## src/rtl/counter_pkg.sv

```systemverilog
// counter_pkg: shared mode and state encodings for counter_updown.
package counter_pkg;
    typedef enum logic [1:0] {
        CNT_WRAP    = 2'd0,
        CNT_SAT     = 2'd1,
        CNT_ONESHOT = 2'd2
    } cnt_mode_e;
    typedef enum logic {
        ST_RUN  = 1'b0,
        ST_HALT = 1'b1
    } cnt_state_e;
endpackage

```

## src/rtl/counter_prescaler.sv

```systemverilog
// counter_prescaler: emits tick on every (div+1)-th enabled cycle; clr restarts the period.
module counter_prescaler #(
    parameter int W = 4
) (
    input  logic         clk,
    input  logic         rst,
    input  logic         en,
    input  logic         clr,
    input  logic [W-1:0] div,
    output logic         tick
);
    logic [W-1:0] cnt;
    assign tick = en && cnt == div;
    always_ff @(posedge clk)
        if (rst || clr) cnt <= '0;
        else if (en)    cnt <= tick ? '0 : cnt + W'(1);
endmodule

```

## src/rtl/counter_updown.sv

```systemverilog
// counter_updown: up/down counter with wrap/saturate/one-shot boundaries, tc pulse, sticky ovf.
// Define COUNTER_PRESCALE_EN to insert counter_prescaler in front of the step enable.
module counter_updown
    import counter_pkg::*;
#(
    parameter int WIDTH      = 8,
    parameter int MAX_VAL    = 2**WIDTH-1,
    parameter int RESET_VAL  = 0,
    parameter int PRESCALE_W = 4
) (
    input  logic                  clk,
    input  logic                  rst,
    input  logic                  en,
    input  logic                  up_dn,
    input  cnt_mode_e             mode,
    input  logic                  load,
    input  logic [WIDTH-1:0]      load_val,
    input  logic                  clr_ovf,
    input  logic [PRESCALE_W-1:0] prescale_div,
    output logic [WIDTH-1:0]      count,
    output logic                  tc,
    output logic                  ovf,
    output logic                  halted
);
    localparam logic [WIDTH-1:0] MAX = WIDTH'(MAX_VAL);
    localparam logic [WIDTH-1:0] RST = WIDTH'(RESET_VAL);
    cnt_state_e       state, state_nxt;
    logic [WIDTH-1:0] count_nxt;
    logic             tc_nxt, ovf_nxt, tick, step, at_bound, bnd, hold;
`ifdef COUNTER_PRESCALE_EN
    counter_prescaler #(.W(PRESCALE_W)) u_prescaler (
        .clk (clk),
        .rst (rst),
        .en  (en),
        .clr (load),
        .div (prescale_div),
        .tick(tick)
    );
`else
    logic unused_div;
    assign unused_div = ^prescale_div;
    assign tick = 1'b1;
`endif
    always_comb begin
        step      = en && tick && state == ST_RUN;
        at_bound  = up_dn ? count == MAX : count == '0;
        bnd       = !load && step && at_bound;
        hold      = mode == CNT_SAT || mode == CNT_ONESHOT;
        count_nxt = load ? (32'(load_val) > MAX_VAL ? MAX : load_val) :
                    !step ? count :
                    !at_bound ? (up_dn ? count + WIDTH'(1) : count - WIDTH'(1)) :
                    hold ? count : (up_dn ? '0 : MAX);
        state_nxt = load ? ST_RUN : (bnd && mode == CNT_ONESHOT) ? ST_HALT : state;
        tc_nxt    = bnd;
        ovf_nxt   = bnd || (ovf && !clr_ovf);
    end
    always_ff @(posedge clk)
        if (rst) begin
            count <= RST;
            tc    <= 1'b0;
            ovf   <= 1'b0;
            state <= ST_RUN;
        end else begin
            count <= count_nxt;
            tc    <= tc_nxt;
            ovf   <= ovf_nxt;
            state <= state_nxt;
        end
    assign halted = state == ST_HALT;
endmodule

```

## config.mk

```make
export PLATFORM = sky130hd
export DESIGN_NAME = counter_updown
export DESIGN_NICKNAME = d
export VERILOG_FILES = /design/src/rtl/counter_pkg.sv /design/src/rtl/counter_prescaler.sv /design/src/rtl/counter_updown.sv
export SDC_FILE = /design/constraint.sdc
export NUM_CORES = 1
export LEC_CHECK = 0
export BUFFER_PORTS_ARGS = -buffer_cell sky130_fd_sc_hd__buf_2
export CORE_MARGIN = 2
export CORE_UTILIZATION = 53
export DETAILED_ROUTE_END_ITERATION = 10
export GPL_ROUTABILITY_DRIVEN = 0
export GPL_TIMING_DRIVEN = 0
export PLACE_DENSITY = 0.91
export SLEW_MARGIN = 15
export SYNTH_ARGS = -nofsm -noshare
export SYNTH_HDL_FRONTEND = slang
export SYNTH_HIERARCHICAL = 1
export SYNTH_SLANG_ARGS = --single-unit
```

## constraint.sdc

```tcl
create_clock -name clk -period 2.7 [get_ports clk]
set_input_delay 0.27 -clock clk [delete_from_list [all_inputs] [get_ports clk]]
set_output_delay 0.27 -clock clk [all_outputs]
set_load 0.02 [all_outputs]
```

Word-level counts from Yosys, hierarchy flattened
Index checks and enable logic that the tools add are counted.
{ "word_totals": {"ff_bits": 11, "latchBits": 0, "mem_bits_rw": 0, "rom_bits": 0, "inputBits": 20, "output_inout_bits": 11, "wordCells": 31, "n_memories": 0} }
{ "op_classes": {"add_sub_neg": 2, "n_mul": 0, "div_mod_pow": 0, "order_cmp": 0, "eq_ne": 4, "n_shift": 0, "n_mux": 7, "bitwise_logic": 1, "n_reduce_logical": 13} }
{ "ops": {"columns": ["op", "count"], "rows": [
  ["two-way mux 8 bit", 6],
  ["adder 8 x 1 -> 8 bit, second input constant", 1],
  ["== test 8 bit, second input constant", 1],
  ["logical NOT 8 bit", 1],
  ["subtractor 8 x 1 -> 8 bit, second input constant", 1],
  ["logical AND 1 bit", 5],
  ["!= test 3 bit, second input constant", 1],
  ["== test 2 x 1 -> 1 bit, second input constant", 1],
  ["== test 2 bit, second input constant", 1],
  ["logical NOT 1 bit", 2],
  ["logical OR 1 bit", 2],
  ["AND reduction 2 bit", 1],
  ["nonzero test 2 bit", 1],
  ["OR reduction 2 bit", 1],
  ["two-way mux 1 bit", 1],
  ["NOT 1 bit", 1]
]} }

Depth between registers and ports, before layout
Gate-level depths: netlist (run 1).
{ "logic_depth": {"depth_word": 6, "depth_mapped": 6, "ltp_nobuf": 6} }

Worst setup path after synthesis (run 1)
No wires, ideal clock.
{ "synth_timing": {"path_type": "reg2reg", "start": "register count[1]", "end": "register count[7]", "setup_time_ns": 0.091, "arrival_ns": 1.811, "t_required_ns": 2.609, "setup_slack_ns": 0.798, "path_stages_with_launch": 6, "synth_period_minus_slack_ns": 1.902, "cell_sequence": "dfxtp_1 > ha_1 > a211oi_2 > o21ai_0 > a2111o_1 > a311oi_1"} }
{ "synth_via": {"elab_chain_len": 5, "word_cells_on_any_way": 11, "classes_between": "add/sub (2); eq/ne (2); mux (5); reduce/logical (2)"} }
{ "synth_lines": {"columns": ["item", "line_no", "rtl"], "rows": [
  ["start, declared", "counter_updown.sv:20", "output logic [WIDTH-1:0] count,"],
  ["start signal, assigned", "counter_updown.sv:64", "count <= count_nxt;"],
  ["subtractor 8 x 1 -> 8 bit (tied with other cells)", "counter_updown.sv:51", "!at_bound ? (up_dn ? count + WIDTH'(1) : count - WIDTH'(1)) :"],
  ["two-way mux 8 bit / two-way mux 1 bit (equally long branches)", "counter_updown.sv:51, counter_updown.sv:46", null],
  ["two-way mux 8 bit", "counter_updown.sv:51", null],
  ["two-way mux 8 bit", "counter_updown.sv:50", "!step ? count :"],
  ["two-way mux 8 bit", "counter_updown.sv:49", "count_nxt = load ? (32'(load_val) > MAX_VAL ? MAX : load_val) :"]
]} }
Several ways; a longest one is shown, not always the timed one. The select of a mux whose other input is x is not followed.
A chain may end at the register's enable or synchronous reset.

Worst setup path in the final report (run 1)
{ "layout_timing": {"start": "register count[0]", "end": "register count[6]"} }
Same word-level chain as after synthesis.

==> impl_metrics.toml, run 1 <==
[worst_hold_path]
hold_depth = 3
holdPathEnd = "count[1]$_SDFFE_PP0P_"
hp-class = "in -> reg"
hp-start = "load_val[1]"

[status]
outcome = "finished clean"

[job]
drv_cap = 0

[yosys]
syn_area_per_cell_um2 = 8.35
syn-num-nets = 138
synth_cells = 110
synth_area_leaders = "dfxtp_1, ha_1, nor2_1"
synth_edf_count = 0
yosysWarnings = 6
ys_types = 42
ys.flop_type = "dfxtp_1"
async_flop_share_pct = 0
synth_top_area_share_pct = 24.0
ys_ff_latch = 11
synth_area_leader_cell = "dfxtp_1"
syn_area_um2 = 918
ys_seq_area_share_pct = 24.0

[place]
dp.cells = 153
placedInstanceArea_mm2 = 0.00107
hpwl_um = 1800
io_buffers = 26
pre_cts_ws_ps = 520

[sta]
rsz0062_at_grt = "false"
hold_violations = 0
report.final.slew_viol_count = 0
tightestPinTransition_ps = 541
skew_ps = 3.18
finalSetupTns_ps = 0
max_freq_ghz = 0.501
min_period_ps = 2000
relSlewSlack_pct = 63.6
fin_crit_sh_pct = 73.9
fin_ws_ps = 704
holdWs_ps = 284
setup_violations = 0

[clock_network]
cts_inserted_buffers = 3
h-tree-depth = 1
clk_pin_slew_ps = 70
clock_path_buffers = 2
cts_sinks = 11
postCtsSetupRepairBufs = 0
insertion_delay_ps = 280
clockRootBuffer = "clkbuf_4"
cts_tree = "built"
ctsResizeCount = 0
hold_buffers = 0

[global_route]
grt_pass1_wl_um = 3620
grtUsageTotal_pct = 24.4
grt_pass1_vias = 886
grt_start_max_net_pins = 11
overflow = 0
antenna_found_initial = 0

[critical_path]
rr_endpoint = "count[6]$_SDFFE_PP0P_"
path_delay_family = "compound AO/OA/AOI/OAI gates"
cp-end-kind = "flip-flop"
slowest_stage = "fa_1"
crit_fanout = 7
crit_type = "reg -> reg"
r2r_cells = 5
critPathLaunchType = "flip-flop"
path_buf_inv = 0
arrival_ps = 2180
r2r-start = "count[0]$_SDFFE_PP0P_"
crit_path_max_incr_delay_ps = 460
r2r_slack_ps = 700
path_cells = "fa_1, a211o_1, a211oi_1, o211ai_1, a311oi_1"
cp.required_ps = 2880

[finish]
seq_area_um2 = 220
nets = 169
num-fill-cells = 141
final_area_mm2 = 0.00110
utilization_pct = 65.6
diodes = 0
areaGrowthSynthToFinish_pct = 19.3
drive_above_1_share_pct = 27.9
fin_cells = 157
multi_input_area_um2 = 646

[power]
power.leakage_nw = 0.540
cellPowerDensity_mw_per_mm2 = 452
vdd_drop_max_v = 0.000284
total_power_uw = 495

[route]
drt_iter0_drc = 21
avgRoutedWirePerCell_um = 14.7
drc_errors = 0
wl_um = 2300
vias_per_cell = 6.14
antenna_left = 0
dr.pass1.iters = 5
dr_total_vias = 964

[floorplan]
ios = 31
core-area_mm2 = 0.00167
start_util_pct = 55.0
die_area_mm2 = 0.00208
die_x_um = 45.6
dieHeight_um = 45.6
rows = 15
==> cell families (layout without fill, tap and decap cells) <==
family / Yosys count / count (layout) / share of synthesized area, %
DFF: 11 / 11 / 24.0
and+or+nand+nor: 38 / 38 / 23.7
xor gates and xnor gates: 2 / 2 / 1.91
buffers and inverters: 12 / 42 / 5.72
AOI/OAI and AO/OA: 39 / 39 / 33.0
adders and majority gates: 8 / 8 / 11.7
==> sequential cells by signal, indices dropped and copies added (netlist names) <==
name,cells
halted,1
count,8
ovf,1
tc,1
==> where the power goes <==
part / total, mW / internal [mW] / switching [mW]
sequential: 0.194 / 0.174 / 0.0198
clock: 0.117 / 0.0574 / 0.0600
combinational: 0.184 / 0.0821 / 0.102
total: 0.495 / 0.314 / 0.182
==> how the worst max path moves through the flow <==
stage | from | endpoint | slack, ps | cells past startpoint
after global placement | up_dn | count[7]$_SDFFE_PP0P_ | 590 | 7
after global routing | count[0]$_SDFFE_PP0P_ | count[6]$_SDFFE_PP0P_ | 630 | 5
after detailed placement | up_dn | count[6]$_SDFFE_PP0P_ | 520 | 7
after floorplan | count[1]$_SDFFE_PP0P_ | count[7]$_SDFFE_PP0P_ | 800 | 5
after CTS | count[0]$_SDFFE_PP0P_ | count[6]$_SDFFE_PP0P_ | 730 | 5
final | count[0]$_SDFFE_PP0P_ | count[6]$_SDFFE_PP0P_ | 700 | 5
==> synthesized netlist by cell type (all sizes together), types with 4 or more instances <==
library cell   n
nor2          10
ha             7
a31oi          5
a21oi          5
nor3           4
dfxtp         11
inv            9
a21o           4
==> layout make-up <==
class	count	share of cell area [%]
multi-input cells	87	58.9
repair buffers	26	11.9
plain buffers	3	1.71
inverters	9	3.08
flip-flops and latches	11	20.1
clock buffers	4	2.40
well taps	17	1.94
==> worst reg2reg max path: cells and delay by family (launching register included) <==
kind | cells | cell delay, ps
AO/OA/AOI/OAI | 4 | 1050
flip-flops | 1 | 390
adder cells (fa/ha/maj) | 1 | 460
==> routing by layer <==
layer | track usage [%] | vias to the layer above | part of all wire, %
li1 | - | 486 | -
met1 | 27.2 | 447 | 45
met2 | 42.3 | 26 | 49
met3 | 4.76 | 5 | 4.0
met4 | 14.7 | 0 | 1.9
met5 | 0 | - | 0
==> cells in the final DEF, fill, tap and decap left out, types with 2 or more instances in the layout <==
master     instances
buf_2             26
dfxtp_1           11
nor2_1            10
inv_1              9
ha_1               7
a31oi_1            5
a21oi_1            5
nor3_1             4
a21o_1             4
nand4_1            3
nand2b_1           3
nand2_1            3
clkbuf_1           3
o211ai_1           3
a311oi_1           3
o21ai_0            3
o221a_2            3
clkbuf_4           3
nor2b_1            2
a2111oi_1          2
a211oi_1           2
and3_1             2
nor3b_1            2
or2_2              2
No activity file was read; power rests on OpenSTA's default activity.
==> run 2: changes to the inputs <==
Settings changed: ABC_AREA from default to 1, CORE_UTILIZATION 53 to 44, PLACE_DENSITY 0.91 to 0.81.
Clock period 2.7 ns to 1.6 ns, I/O delays scaled along.
==> run 2 against run 1 <==
Total power grew 85%. Core utilization down 1.9 points. Highest routed layer unchanged. Clock skew is 0.73 ps lower.
==> impl_metrics.toml, run 2 <==
[status]
outcome = "finished clean"

[yosys]
async_flop_share_pct = 0
ys.flop_type = "dfxtp_1"
ys_types = 21
syn-num-nets = 175
yosysWarnings = 6
synth_most_common_cell = "nor2_1"
synth.top_cells.by_count = "nor2_1, nand2_1, inv_1"
synth_area_leaders = "dfxtp_1, nor2_1, nand2_1"
synth_cells = 147
synth_top_area_share_pct = 24.2
synth_area_leader_cell = "dfxtp_1"
ys_seq_area_share_pct = 24.2
synth_edf_count = 0
ys_ff_latch = 11
syn_area_um2 = 911
syn_area_per_cell_um2 = 6.20

[power]
power.leakage_nw = 0.635
cellPowerDensity_mw_per_mm2 = 732
vdd_drop_max_v = 0.000571

[critical_path]
arrival_ps = 1720
crit_path_max_incr_delay_ps = 370
cp-end-kind = "flip-flop"
slowest_stage = "dfxtp_4"
cp.required_ps = 1780
critPathLaunchType = "flip-flop"
crit_fanout = 6
crit_type = "reg -> reg"
path_cells = "fa_2, nand2_1, nand3_2, nand2_1, o21ai_0, a21oi_1, nor2_1, nor2_1"
r2r_cells = 8

[clock_network]
cts_tree = "built"
clk_pin_slew_ps = 70
clockRootBuffer = "clkbuf_4"
insertion_delay_ps = 260
h-tree-depth = 1
cts_sinks = 11
cts_inserted_buffers = 3
clock_path_buffers = 2

[floorplan]
core-area_mm2 = 0.00196
start_util_pct = 46.4
dieHeight_um = 49.5
die_x_um = 49.5
rows = 16
ios = 31
die_area_mm2 = 0.00245

[route]
vias_per_cell = 5.11
dr.pass1.iters = 6
wl_um = 2540
drt_iter0_drc = 28
drc_errors = 0
dr_total_vias = 1068
avgRoutedWirePerCell_um = 12.1
antenna_left = 0

[finish]
diodes = 0
num-fill-cells = 183
largest_reg_flops = 8
nets = 211
fin_cells = 209
layout_common_cells = "nor2_1, nand2_1, buf_2, inv_1, a21oi_1"
regMostFlops = "count"
seq_area_um2 = 238
final_common_cell = "nor2_1"
areaGrowthSynthToFinish_pct = 37.2
multi_input_area_um2 = 683
drive_above_1_share_pct = 34.1

[sta]
relSlewSlack_pct = 79.9
max_freq_ghz = 0.648
fin_crit_sh_pct = 96.4
rsz0062_at_grt = "true"
report.final.slew_viol_count = 0
skew_ps = 2.46
tightestPinTransition_ps = 300
setup_violations = 0
holdWs_ps = 88.0
finalSetupTns_ps = 0
hold_violations = 0
min_period_ps = 1540

[global_route]
grtUsageTotal_pct = 19.0
antenna_found_initial = 0
grt_start_max_net_pins = 11
grt_pass1_vias = 891
overflow = 0
grt_pass1_wl_um = 3740

[worst_hold_path]
hold_depth = 2
hp-class = "in -> reg"

[place]
dp.cells = 199
io_buffers = 25
hpwl_um = 1780

[job]
drv_cap = 0
run 2: cell types whose count changed after synthesis, moves of 3 or more:
cell and change:
o211ai_1 -3, nor3_1 -4, inv_1 +9, nand2_1 +26, nand2b_1 -3, nand3_1 +10
a31oi_1 -5, a311oi_1 -3, a21oi_1 +7, nor2_1 +22, a21o_1 -4, o221a_2 -3
o21ai_0 +6
run 2: final timing paths:
path,endpoint,slack (ps),from
max,count[4]$_SDFFE_PP0P_,60,count[0]$_SDFFE_PP0P_
min,count[1]$_SDFFE_PP0P_,90,rst
max reg2reg,count[4]$_SDFFE_PP0P_,60,count[0]$_SDFFE_PP0P_
min reg2reg,ovf$_SDFF_PP0_,470,ovf$_SDFF_PP0_
run 2: report_power, final:
part,internal (mW),total (mW),switching [mW]
Sequential,0.299,0.340,0.0415
Combinational,0.170,0.394,0.224
Clock,0.0963,0.180,0.0840
Total,0.565,0.915,0.350
run 2: worst max-delay path: cells and delay by family, from the launching register on:
kind,cells,cell delay [ps]
simple gates,5,500
fa+ha+maj,1,360
flops,1,370
compound gates,2,230
run 2: cell families after synthesis:
family / count (synthesis) / share of synthesized area (%)
flip-flops: 11 / 24.2
buffers and inverters: 20 / 9.06
AND/OR/NAND/NOR: 84 / 40.7
AO/OA/AOI/OAI: 23 / 13.3
XOR/XNOR: 1 / 0.962
adder cells (fa/ha/maj): 8 / 11.8
run 2: per-layer routing:
| layer | wire (µm) | global-route usage [%] | part of all wire, % | vias up |
|---|---|---|---|---|
| met4 | 16 | 3.24 | 0.63 | 0 |
| met1 | 1090 | 24.0 | 43 | 489 |
| met2 | 1310 | 33.6 | 51 | 34 |
| met5 | 0 | 0 | 0 | - |
| met3 | 123 | 4.24 | 4.8 | 2 |
| li1 | - | - | - | 543 |
run 2: layout make-up:
cell class                      instances  area share, %
Multi-Input combinational cell        116           54.7
Sequential cell                        11           19.0
Timing Repair Buffer                   31           14.6
Inverter                               19           6.01
Tap cell                               27           2.70
Clock buffer                            4           2.10
Buffer                                  1          0.901
run 2: repair_timing:
item	in CTS	in global routing
setup buffers	0	6
hold buffers	0	0
cloned	0	0
resized for setup	3	21
endpoints found under the hold margin	0	0
endpoints found under the setup margin	2	5
pin swaps	0	5
run 2: metrics by stage:
step                area [µm²]  util (%)  setup slack (ps)  power [mW]
global placement          1070      54.5              -107       0.645
floorplan                  911         -              19.0       0.566
detailed placement        1070      54.5              -155       0.659
global route              1250      63.7             -80.1       0.976
finish                    1250      63.7              57.9       0.915
CTS                       1110      56.6              1.93       0.848
==> run 3: changes to the inputs <==
Settings changed: CELL_PAD_IN_SITES_DETAIL_PLACEMENT from default to 0, CELL_PAD_IN_SITES_GLOBAL_PLACEMENT from default to 1, CORE_ASPECT_RATIO from default to 0.5, CORE_UTILIZATION 44 to 29, PLACE_DENSITY 0.81 to 0.8.
==> run 3 against run 2 <==
Via count fell by 3.2%. Critical path type unchanged. Wire length fell by 7.2%. Largest power group unchanged. Sequential power barely moved. Clock power rose by 53%.
==> impl_metrics.toml, run 3 (synthesis results as in run 2) <==
[floorplan]
rows = 14
start_util_pct = 30.4
die_area_mm2 = 0.00363
ios = 31
dieHeight_um = 43.6
die_x_um = 83.3
core-area_mm2 = 0.00300

[sta]
report.final.slew_viol_count = 0
relSlewSlack_pct = 79.9
max_freq_ghz = 0.646
setup_violations = 0
holdWs_ps = 107
rsz0062_at_grt = "true"
fin_crit_sh_pct = 96.7
skew_ps = 3.09
tightestPinTransition_ps = 300
min_period_ps = 1550
hold_violations = 0

[route]
drc_errors = 0
dr_total_vias = 1034
vias_per_cell = 4.64
wl_um = 2360
avgRoutedWirePerCell_um = 10.6
drt_iter0_drc = 44
dr.pass1.iters = 5
antenna_left = 0

[place]
io_buffers = 25
dp.cells = 212
hpwl_um = 1740

[global_route]
grt_pass1_wl_um = 3550
antenna_found_initial = 0
grtUsageTotal_pct = 12.1
grt_pass1_vias = 869
grt_start_max_net_pins = 11
overflow = 0

[power]
power.leakage_nw = 0.657
p_int_uw = 649
p_switching_uw = 361
pwr-share-seq_pct = 33.6
power_frac_clock_pct = 27.3
comb_power_share_pct = 39.1
switching_share_pct = 35.8
vdd_drop_max_v = 0.000491
total_power_mw = 1.01
cellPowerDensity_mw_per_mm2 = 774

[finish]
nets = 212
regMostFlops = "count"
layout_common_cells = "nor2_1, nand2_1, buf_2, inv_1, a21oi_1"
final_common_cell = "nor2_1"
drive_above_1_share_pct = 34.4
fin_cells = 223
largest_reg_flops = 8
areaGrowthSynthToFinish_pct = 43.3
diodes = 0

[critical_path]
crit_path_end = "count[7]$_SDFFE_PP0P_"
cp.required_ps = 1730
critPathLaunchType = "flip-flop"
crit_fanout = 5
cp-end-kind = "flip-flop"
path_cells = "ha_4, inv_1, nand2_2, nand3_2, or2_1, a21oi_1, nor2_1, nor2_1, nor2_1"
r2r-start = "count[2]$_SDFFE_PP0P_"
slowest_stage = "dfxtp_4"
crit_start = "count[2]$_SDFFE_PP0P_"
r2r_cells = 9
crit_path_max_incr_delay_ps = 370
r2r_slack_ps = 50
rr_endpoint = "count[7]$_SDFFE_PP0P_"
crit_type = "reg -> reg"
cp_common_cell = "nor2_1"
arrival_ps = 1670

[clock_network]
hold_buffers = 0
cts_tree = "built"
clockRootBuffer = "clkbuf_8"
h-tree-depth = 1
clk_pin_slew_ps = 50
cts_sinks = 11
cts_inserted_buffers = 3
insertion_delay_ps = 240
clock_path_buffers = 2

[status]
outcome = "finished clean"

[job]
drv_cap = 0

[worst_hold_path]
hp-class = "in -> reg"
-- run 3: how the worst min path moves through the flow --
| stage | startpoint | endpoint | slack [ps] | depth (start not counted) |
|---|---|---|---|---|
| 2_1_floorplan | load | halted$_SDFFE_PP0P_ | 230 | 1 |
| 6_report | rst | count[1]$_SDFFE_PP0P_ | 110 | 2 |
| 3_5_place_dp | rst | count[1]$_SDFFE_PP0P_ | 370 | 2 |
| 3_3_place_gp | rst | count[1]$_SDFFE_PP0P_ | 370 | 2 |
| 5_1_grt | rst | count[1]$_SDFFE_PP0P_ | 110 | 2 |
| 4_1_cts | rst | count[1]$_SDFFE_PP0P_ | 110 | 2 |
-- run 3: power groups by stage --
stage	clock [mW]	combinational [mW]	sequential, mW
finish	0.276	0.395	0.339
global route	0.298	0.443	0.343
CTS	0.285	0.333	0.337
detailed placement	0	0.323	0.338
global placement	0	0.319	0.338
floorplan	0	0.211	0.355
-- run 3: cell type report --
cell class | count | area [µm²]
inverters | 19 | 75.1
clock buffers | 4 | 45.0
plain buffers | 1 | 11.3
repair buffers | 32 | 196
flip-flops and latches | 11 | 236
multi-input cells | 116 | 691
well taps | 40 | 50.0
fillers | 319 | 1690
-- run 3: routing by layer --
metal | global-route usage, % | up-vias | share of wire (%)
li1 | - | 546 | -
met1 | 15.5 | 463 | 49
met2 | 20.8 | 21 | 45
met3 | 3.24 | 4 | 4.5
met4 | 2.95 | 0 | 1.1
met5 | 0 | - | 0
-- run 3: per-stage QoR --
| stage | utilization [%] | setup WS, ps | setup TNS, ps | area (µm²) |
|---|---|---|---|---|
| 2_1_floorplan | - | 19.0 | 0 | 911 |
| 3_3_place_gp | 36.3 | -153 | -428 | 1090 |
| 3_5_place_dp | 36.3 | -158 | -540 | 1090 |
| 4_1_cts | 38.7 | 3.51 | 0 | 1160 |
| 5_1_grt | 43.6 | -16.2 | -26.0 | 1310 |
| 6_report | 43.6 | 53.2 | 0 | 1310 |
-- run 3: repair_timing --
item	in CTS	in global routing
setup buffers	0	7
pin swaps	0	12
endpoints found under the setup margin	2	7
resized for setup	5	22
-- run 3: critical path, delay by kind of cell (launching register included) --
family,cells,cell delay (ps)
and+or+nand+nor,6,590
adders and majority gates,1,280
DFF,1,370
AOI/OAI and AO/OA,1,150
buffers and inverters,1,50
